**src/rtl/shift_add_mult_ctrl.sv**
```systemverilog
// Sequential unsigned NxN->2N add-and-shift multiplier; one ripple-carry add per clock.
// Optional ZERO_BYPASS_EN: zero operands skip the iterations and finish in one cycle.
module shift_add_mult_ctrl #(
    parameter int N = 8
) (
    input  logic           clk,
    input  logic           rst_n,
    input  logic           start,
    input  logic [N-1:0]   a,
    input  logic [N-1:0]   b,
    output logic           busy,
    output logic           done,
    output logic [2*N-1:0] product
);

    localparam int CW = $clog2(N);
    localparam logic [CW-1:0] CNT_LAST = CW'(N - 1);

    localparam logic [1:0] IDLE = 2'd0;
    localparam logic [1:0] RUN  = 2'd1;
    localparam logic [1:0] DONE = 2'd2;

    // Handshake: start is sampled only in IDLE; done is a one-cycle pulse in DONE,
    // busy covers every non-IDLE cycle. There is no queueing of requests.

    logic [1:0]    state;
    logic [N-1:0]  mcand;
    logic [N-1:0]  acc_hi;
    logic [N-1:0]  acc_lo;
    logic [CW-1:0] cnt;

    logic [N-1:0]  add_a;
    logic [N-1:0]  add_b;
    logic [N-1:0]  sum;
    logic          cout;
    logic          carry;

    assign add_a = acc_hi;
    assign add_b = acc_lo[0] ? mcand : '0;

    // Shared N-bit ripple-carry adder, cin tied to zero.
    always_comb begin
        carry = 1'b0;
        sum   = '0;
        for (int i = 0; i < N; i++) begin
            sum[i] = add_a[i] ^ add_b[i] ^ carry;
            carry  = (add_a[i] & add_b[i]) | (carry & (add_a[i] ^ add_b[i]));
        end
        cout = carry;
    end

    always_ff @(posedge clk or negedge rst_n) begin
        if (!rst_n) begin
            state  <= IDLE;
            mcand  <= '0;
            acc_hi <= '0;
            acc_lo <= '0;
            cnt    <= '0;
        end else begin
            case (state)
                IDLE: begin
                    if (start) begin
                        mcand  <= a;
                        acc_hi <= '0;
                        cnt    <= '0;
`ifdef ZERO_BYPASS_EN
                        if ((a == '0) || (b == '0)) begin
                            acc_lo <= '0;
                            state  <= DONE;
                        end else begin
                            acc_lo <= b;
                            state  <= RUN;
                        end
`else
                        acc_lo <= b;
                        state  <= RUN;
`endif
                    end
                end
                RUN: begin
                    // cout becomes the new MSB so the carry out of each add is kept.
                    acc_hi <= {cout, sum[N-1:1]};
                    acc_lo <= {sum[0], acc_lo[N-1:1]};
                    cnt    <= cnt + CW'(1);
                    if (cnt == CNT_LAST) begin
                        state <= DONE;
                    end
                end
                DONE: begin
                    state <= IDLE;
                end
                default: begin
                    state <= IDLE;
                end
            endcase
        end
    end

    assign busy    = (state != IDLE);
    assign done    = (state == DONE);
    assign product = {acc_hi, acc_lo};

endmodule

```
**config.mk**
```make
export PLATFORM = sky130hd
export DESIGN_NAME = shift_add_mult_ctrl
export DESIGN_NICKNAME = d
export VERILOG_FILES = /design/src/rtl/shift_add_mult_ctrl.sv
export SDC_FILE = /design/constraint.sdc
export NUM_CORES = 1
export LEC_CHECK = 0
export ABC_AREA = 1
export BUFFER_PORTS_ARGS = -buffer_cell sky130_fd_sc_hd__buf_2
export CAP_MARGIN = 20
export CORE_MARGIN = 10
export CORE_UTILIZATION = 58
export CTS_BUF_LIST = sky130_fd_sc_hd__clkbuf_8
export DETAILED_ROUTE_END_ITERATION = 16
export PLACE_DENSITY_LB_ADDON = 0.2
export SYNTH_ARGS = -nofsm -noshare
export SYNTH_HDL_FRONTEND = slang
export SYNTH_SLANG_ARGS = --single-unit
```
**constraint.sdc**
```tcl
create_clock -name clk -period 6.6 [get_ports clk]
set_clock_uncertainty 0.2 [all_clocks]
set_input_delay 1.65 -clock clk [delete_from_list [all_inputs] [get_ports clk]]
set_output_delay 1.65 -clock clk [all_outputs]
set_load 0.01 [all_outputs]
```
==> impl_metrics.py, run 1 <==
metrics = {
    "grt": {
        "grt_use_total_pct": 14.1,
        "grt_pass1_vias": 1276,
        "grt-ovfl-total": 0,
        "grt_max_degree": 30,
        "antenna_found_initial": 0,
        "grt_pass1_wl_mm": 5.80,
    },
    "floorplan": {
        "die_h_um": 70.3,
        "die-width_um": 70.3,
        "core_area_mm2": 0.00245,
        "dieArea_mm2": 0.00495,
        "initial_utilization_pct": 59.9,
        "io_pins": 37,
        "num_rows": 18,
    },
    "worst_setup_path": {
        "cpPeakStageDelay_ns": 0.51,
        "criticalPathCategory": "reg2reg",
        "crit_chain": "nand2_1 > inv_1 > ha_1 > inv_1 > fa_1 > fa_1 > fa_1 > fa_1 > fa_1 > inv_1 > fa_1 > inv_1 > fa_1 > o21ai_0",
        "r2r_end": "acc_hi[6]",
        "crit_start": "acc_lo[0]",
        "crit_path_end_kind": "flop",
        "path_max_fanout": 10,
        "endpoint": "acc_hi[6]",
        "rr_startpoint": "acc_lo[0]",
        "crit_required_ns": 6.55,
        "path_common_cell": "fa_1",
        "r2r_slack_ns": 2.72,
        "crit_path_top_delay_cell": "dfrtp_1",
        "crit_arrival_ns": 3.83,
        "cp-start-kind": "flop",
        "reg2reg_depth": 14,
    },
    "clocking": {
        "cts_tree": "built",
        "cts_resized": 0,
        "cts.clk_slew.worst_paths_ns": 0.06,
        "cts_max_level": 2,
        "cts_sinks": 29,
        "cts-root-buf": "clkbuf_8",
        "cts_setup_buffers": 0,
        "cts_hold_buf": 0,
        "cts.path.max_buffers": 2,
        "worstSkewPairLatency_ns": 0.28,
        "cts_made_buffers": 5,
    },
    "timing": {
        "fin_crit_sh_pct": 58.8,
        "hold-worst-slack_ns": 0.267,
        "finalSetupViolCount": 0,
        "max-slew-margin-rel_pct": 57.3,
        "tightest_slew_ns": 0.641,
        "final_max_slew_viol_count": 0,
        "tns_ns": 0,
        "rsz0062_at_grt": "false",
        "timing.fmax_ghz": 0.258,
        "period_needed_ns": 3.88,
        "hold_viol": 0,
    },
    "route": {
        "drt_wl_total_mm": 3.29,
        "dr.pass1.iters": 4,
        "wl_per_cell_um": 13.7,
        "vias": 1232,
        "vias_per_cell": 5.13,
        "first_iter_violations": 60,
        "ant_nets": 0,
        "drc": 0,
    },
    "cells_and_area": {
        "nets": 239,
        "layout_commonest_cell": "nand2_1",
        "fillCellCount": 211,
        "layout_common_cells": "nand2_1, buf_2, dfrtp_1, nand3_1, inv_1",
        "final_cells": 240,
        "antenna_cells": 0,
        "syn2layout_area_growth_pct": 18.4,
        "drive_above_1_share_pct": 22.9,
    },
    "hold_path": {
        "hp-class": "reg2reg",
        "hp-start": "mcand[7]",
    },
    "synthesis": {
        "synth_seq_area_share_pct": 49.4,
        "syn-instance-count": 174,
        "yosysUniqueCellTypes": 15,
        "ys_warn_count": 0,
        "syn_nets": 203,
        "synth_area_mm2": 0.00147,
        "syn_area_per_cell_um2": 8.45,
        "ys_ff_latch": 29,
    },
    "power_and_ir_drop": {
        "p_int_w": 0.000458,
        "seq_power_share_pct": 41.5,
        "power.share.switching_pct": 41.3,
        "p_clk_share_pct": 18.3,
        "p_per_area_mw_per_mm2": 449,
        "comb_power_share_pct": 40.2,
        "ir_worst_vdd_v": 0.000309,
        "p_leak_nw": 0.954,
        "switchingPower_w": 0.000323,
    },
    "outcome": {
        "status": "finished, final reports clean",
    },
    "placed_design": {
        "post-dp-hpwl_mm": 2.41,
        "routabilityCongestion": 0.793,
        "place_inst": 233,
        "io_buffers": 36,
    },
    "run": {
        "cap_violations": 0,
    },
}
worst min-delay path by stage:
| stage | endpoint | slack, ns | cells past startpoint |
|---|---|---|---|
| 4_1_cts | mcand[7] | 0.27 | 2 |
| 5_1_grt | mcand[0] | 0.30 | 2 |
| 3_3_place_gp | mcand[7] | 0.26 | 2 |
| 3_5_place_dp | mcand[7] | 0.26 | 2 |
| 6_report | mcand[7] | 0.27 | 2 |
| 2_1_floorplan | mcand[1] | 0.24 | 2 |
cells by family after synthesis:
logic type	count (synthesis)	share of synthesized area (%)
buffers and inverters	23	6.64
DFF	29	49.4
AOI/OAI and AO/OA	10	3.40
and+or+nand+nor	102	28.5
adders and majority gates	10	12.1
per-layer routing:
metal / up-vias / GRT usage [%] / share of wire (%)
li1: 605 / - / -
met1: 588 / 16.5 / 43
met2: 32 / 22.7 / 49
met3: 7 / 5.65 / 5.8
met4: 0 / 5.04 / 1.7
met5: - / 0 / 0
flip-flops by register name, indices dropped and copies added, names as in the netlist:
name / cells
mcand: 8
acc_hi: 8
acc_lo: 8
cnt: 3
state: 2
Yosys cell counts (all sizes together):
master  count  share of area (%)
nand2      80                 21
dfrtp      29                 49
nand3      19                6.5
inv        15                3.8
o21ai      10                3.4
buf         7                2.6
fa          7                9.5
ha          3                2.6
nor2        3                1.3
clkbuf      1               0.26
critical path, delay by kind of cell (launching register included):
kind	cells	cell delay, ns
AND/OR/NAND/NOR	1	0.08
buffers and inverters	4	0.22
AO/OA/AOI/OAI	1	0.08
adder cells (fa/ha/maj)	8	2.66
flip-flops	1	0.51
layout make-up:
class / count / area [um^2] / area share (%)
clock buffers: 6 / 82.6 / 4.74
clock inverters: 1 / 3.75 / 0.216
repair buffers: 37 / 188 / 10.8
flip-flops and latches: 29 / 726 / 41.7
inverters: 15 / 56.3 / 3.24
multi-input cells: 122 / 647 / 37.2
well taps: 30 / 37.5 / 2.16
metrics by stage:
| stage | util [%] | power, W | instance area [um^2] | setup WS [ns] |
|---|---|---|---|---|
| final | 70.9 | 0.000781 | 1740 | 2.72 |
| after global routing | 70.9 | 0.000862 | 1740 | 2.47 |
| after CTS | 70.9 | 0.000793 | 1740 | 2.69 |
| after detailed placement | 67.4 | 0.000647 | 1650 | 2.70 |
| after global placement | 67.4 | 0.000627 | 1650 | 2.81 |
| after floorplan | - | 0.000538 | 1470 | 2.72 |
power groups by stage:
stage	sequential [W]	combinational (W)	clock, W
global route	0.000338	0.000369	0.000155
detailed placement	0.000327	0.000320	0
CTS	0.000324	0.000321	0.000148
floorplan	0.000318	0.000220	0
global placement	0.000322	0.000305	0
finish	0.000324	0.000314	0.000143
Power figures use the tool's default switching activity.
==> run 2: changes to the inputs <==
- CORE_UTILIZATION: 58 -> 54
- clock period: 6.6 -> 4.1 ns (I/O delays scaled with it)
==> impl_metrics.py, run 2 (synthesized netlist as in run 1, its figures left out) <==
metrics = {
    "floorplan": {
        "io_pins": 37,
        "die_h_um": 72.2,
        "die-width_um": 72.2,
        "dieArea_mm2": 0.00521,
        "initial_utilization_pct": 57.8,
        "num_rows": 18,
        "core_area_mm2": 0.00254,
    },
    "route": {
        "met1Wirelength_mm": 1.43,
        "route.met2.wl_mm": 1.59,
        "highest-signal-layer": "met4",
        "dr.pass1.iters": 4,
        "vias_per_cell": 5.08,
        "first_iter_violations": 58,
        "ant_nets": 0,
        "wl_per_cell_um": 13.7,
        "drt_wl_total_mm": 3.30,
        "drc": 0,
        "met3_length_um": 211,
        "vias": 1225,
    },
    "power_and_ir_drop": {
        "p_leak_nw": 0.958,
        "ir_worst_vdd_v": 0.000469,
        "p_per_area_mw_per_mm2": 722,
    },
    "worst_setup_path": {
        "rr_startpoint": "acc_lo[0]",
        "r2r_slack_ns": 0.19,
        "crit_chain": "nand2_1 > inv_1 > ha_1 > inv_1 > fa_1 > fa_1 > fa_1 > fa_1 > fa_1 > inv_1 > fa_1 > inv_1 > fa_1 > o21ai_0",
        "cpPeakStageDelay_ns": 0.46,
        "crit_required_ns": 4.05,
        "crit_path_top_delay_cell": "dfrtp_2",
        "r2r_end": "acc_hi[6]",
        "criticalPathCategory": "reg2reg",
        "path_common_cell": "fa_1",
        "reg2reg_depth": 14,
        "crit_arrival_ns": 3.86,
        "crit_path_end_kind": "flop",
        "cp-start-kind": "flop",
        "path_max_fanout": 10,
    },
    "cells_and_area": {
        "fillCellCount": 221,
        "regArea_um2": 727,
        "antenna_cells": 0,
        "layout_common_cells": "nand2_1, buf_2, dfrtp_1, nand3_1, inv_1",
        "layout_commonest_cell": "nand2_1",
        "reg_top3": "acc_hi x8, acc_lo x8, mcand x8",
        "nets": 240,
        "multiInputGateArea_um2": 647,
        "final_cells": 241,
        "post-route-util_pct": 68.7,
        "syn2layout_area_growth_pct": 19.0,
        "drive_above_1_share_pct": 23.7,
    },
    "run": {
        "cap_violations": 0,
    },
    "timing": {
        "timing.fmax_ghz": 0.256,
        "tns_ns": 0,
        "fin_crit_sh_pct": 95.3,
        "final_max_slew_viol_count": 0,
        "tightest_slew_ns": 0.645,
        "max-slew-margin-rel_pct": 57.0,
        "period_needed_ns": 3.91,
        "hold_viol": 0,
        "finalSetupViolCount": 0,
        "rsz0062_at_grt": "false",
    },
    "clocking": {
        "worstSkewPairLatency_ns": 0.27,
        "cts.clk_slew.worst_paths_ns": 0.06,
        "cts_hold_buf": 0,
        "cts_setup_buffers": 0,
        "cts_tree": "built",
        "cts_max_level": 2,
        "cts_resized": 0,
        "cts_sinks": 29,
        "cts.path.max_buffers": 2,
        "cts-root-buf": "clkbuf_8",
        "cts_made_buffers": 5,
    },
    "placed_design": {
        "place_inst": 234,
        "post-dp-hpwl_mm": 2.40,
        "routabilityCongestion": 0.797,
        "io_buffers": 36,
    },
    "grt": {
        "grt-ovfl-total": 0,
        "antenna_found_initial": 0,
        "grt_max_degree": 30,
        "grt_pass1_vias": 1287,
        "grt_pass1_wl_mm": 5.71,
        "grt_use_total_pct": 13.7,
    },
    "hold_path": {
        "min_to": "mcand[0]",
        "hp-class": "reg2reg",
        "min_path_cells": 2,
        "hp-start": "mcand[0]",
    },
    "outcome": {
        "status": "finished, final reports clean",
    },
}
==> run 2: cell types whose count changed in the layout (fill, tap and decap cells not counted) <==
cell     previous run  this run
dfrtp_2             0         1
buf_4               1         2
dfrtp_1            29        28
==> run 2: how the worst max path moves through the flow <==
stage	from	slack, ns	cells after the start	end
2_1_floorplan	acc_lo[0]	0.22	15	acc_hi[6]
3_3_place_gp	acc_lo[0]	0.31	14	acc_hi[6]
3_5_place_dp	acc_lo[0]	0.1	14	acc_hi[6]
4_1_cts	acc_lo[0]	0.09	14	acc_hi[6]
5_1_grt	acc_lo[0]	0.06	14	acc_hi[6]
6_report	acc_lo[0]	0.19	14	acc_hi[6]
==> run 2: area by class of cell <==
cell class	instances	area share (%)
repair buffers	38	11.2
multi-input cells	122	37.0
clock buffers	6	4.72
well taps	30	2.15
inverters	15	3.22
flip-flops and latches	29	41.6
clock inverters	1	0.215
==> run 2: per-stage QoR <==
stage	area (um^2)	hold WS, ns	power [W]	setup WS (ns)
3_5_place_dp	1660	0.259	0.00105	0.0960
2_1_floorplan	1470	0.242	0.000866	0.219
3_3_place_gp	1660	0.258	0.00102	0.307
6_report	1750	0.274	0.00126	0.191
4_1_cts	1750	0.273	0.00128	0.0915
5_1_grt	1750	0.311	0.00140	0.0613
==> run 2: power breakdown <==
| part | switching, W | internal [W] | total [W] |
|---|---|---|---|
| logic | 0.000309 | 0.000199 | 0.000508 |
| registers | 0.000112 | 0.000413 | 0.000525 |
| clock network | 0.0000998 | 0.000130 | 0.000230 |
==> run 2: per-layer routing <==
layer	track usage [%]	vias up
met3	5.31	7
met2	22.3	31
li1	-	605
met4	6.02	0
met5	0	-
met1	15.6	582
==> run 2: critical path, delay by kind of cell, from the launching register on <==
kind	cells	cell delay, ns
adder cells (fa/ha/maj)	8	2.72
AO/OA/AOI/OAI	1	0.08
flip-flops	1	0.46
AND/OR/NAND/NOR	1	0.08
buffers and inverters	4	0.25
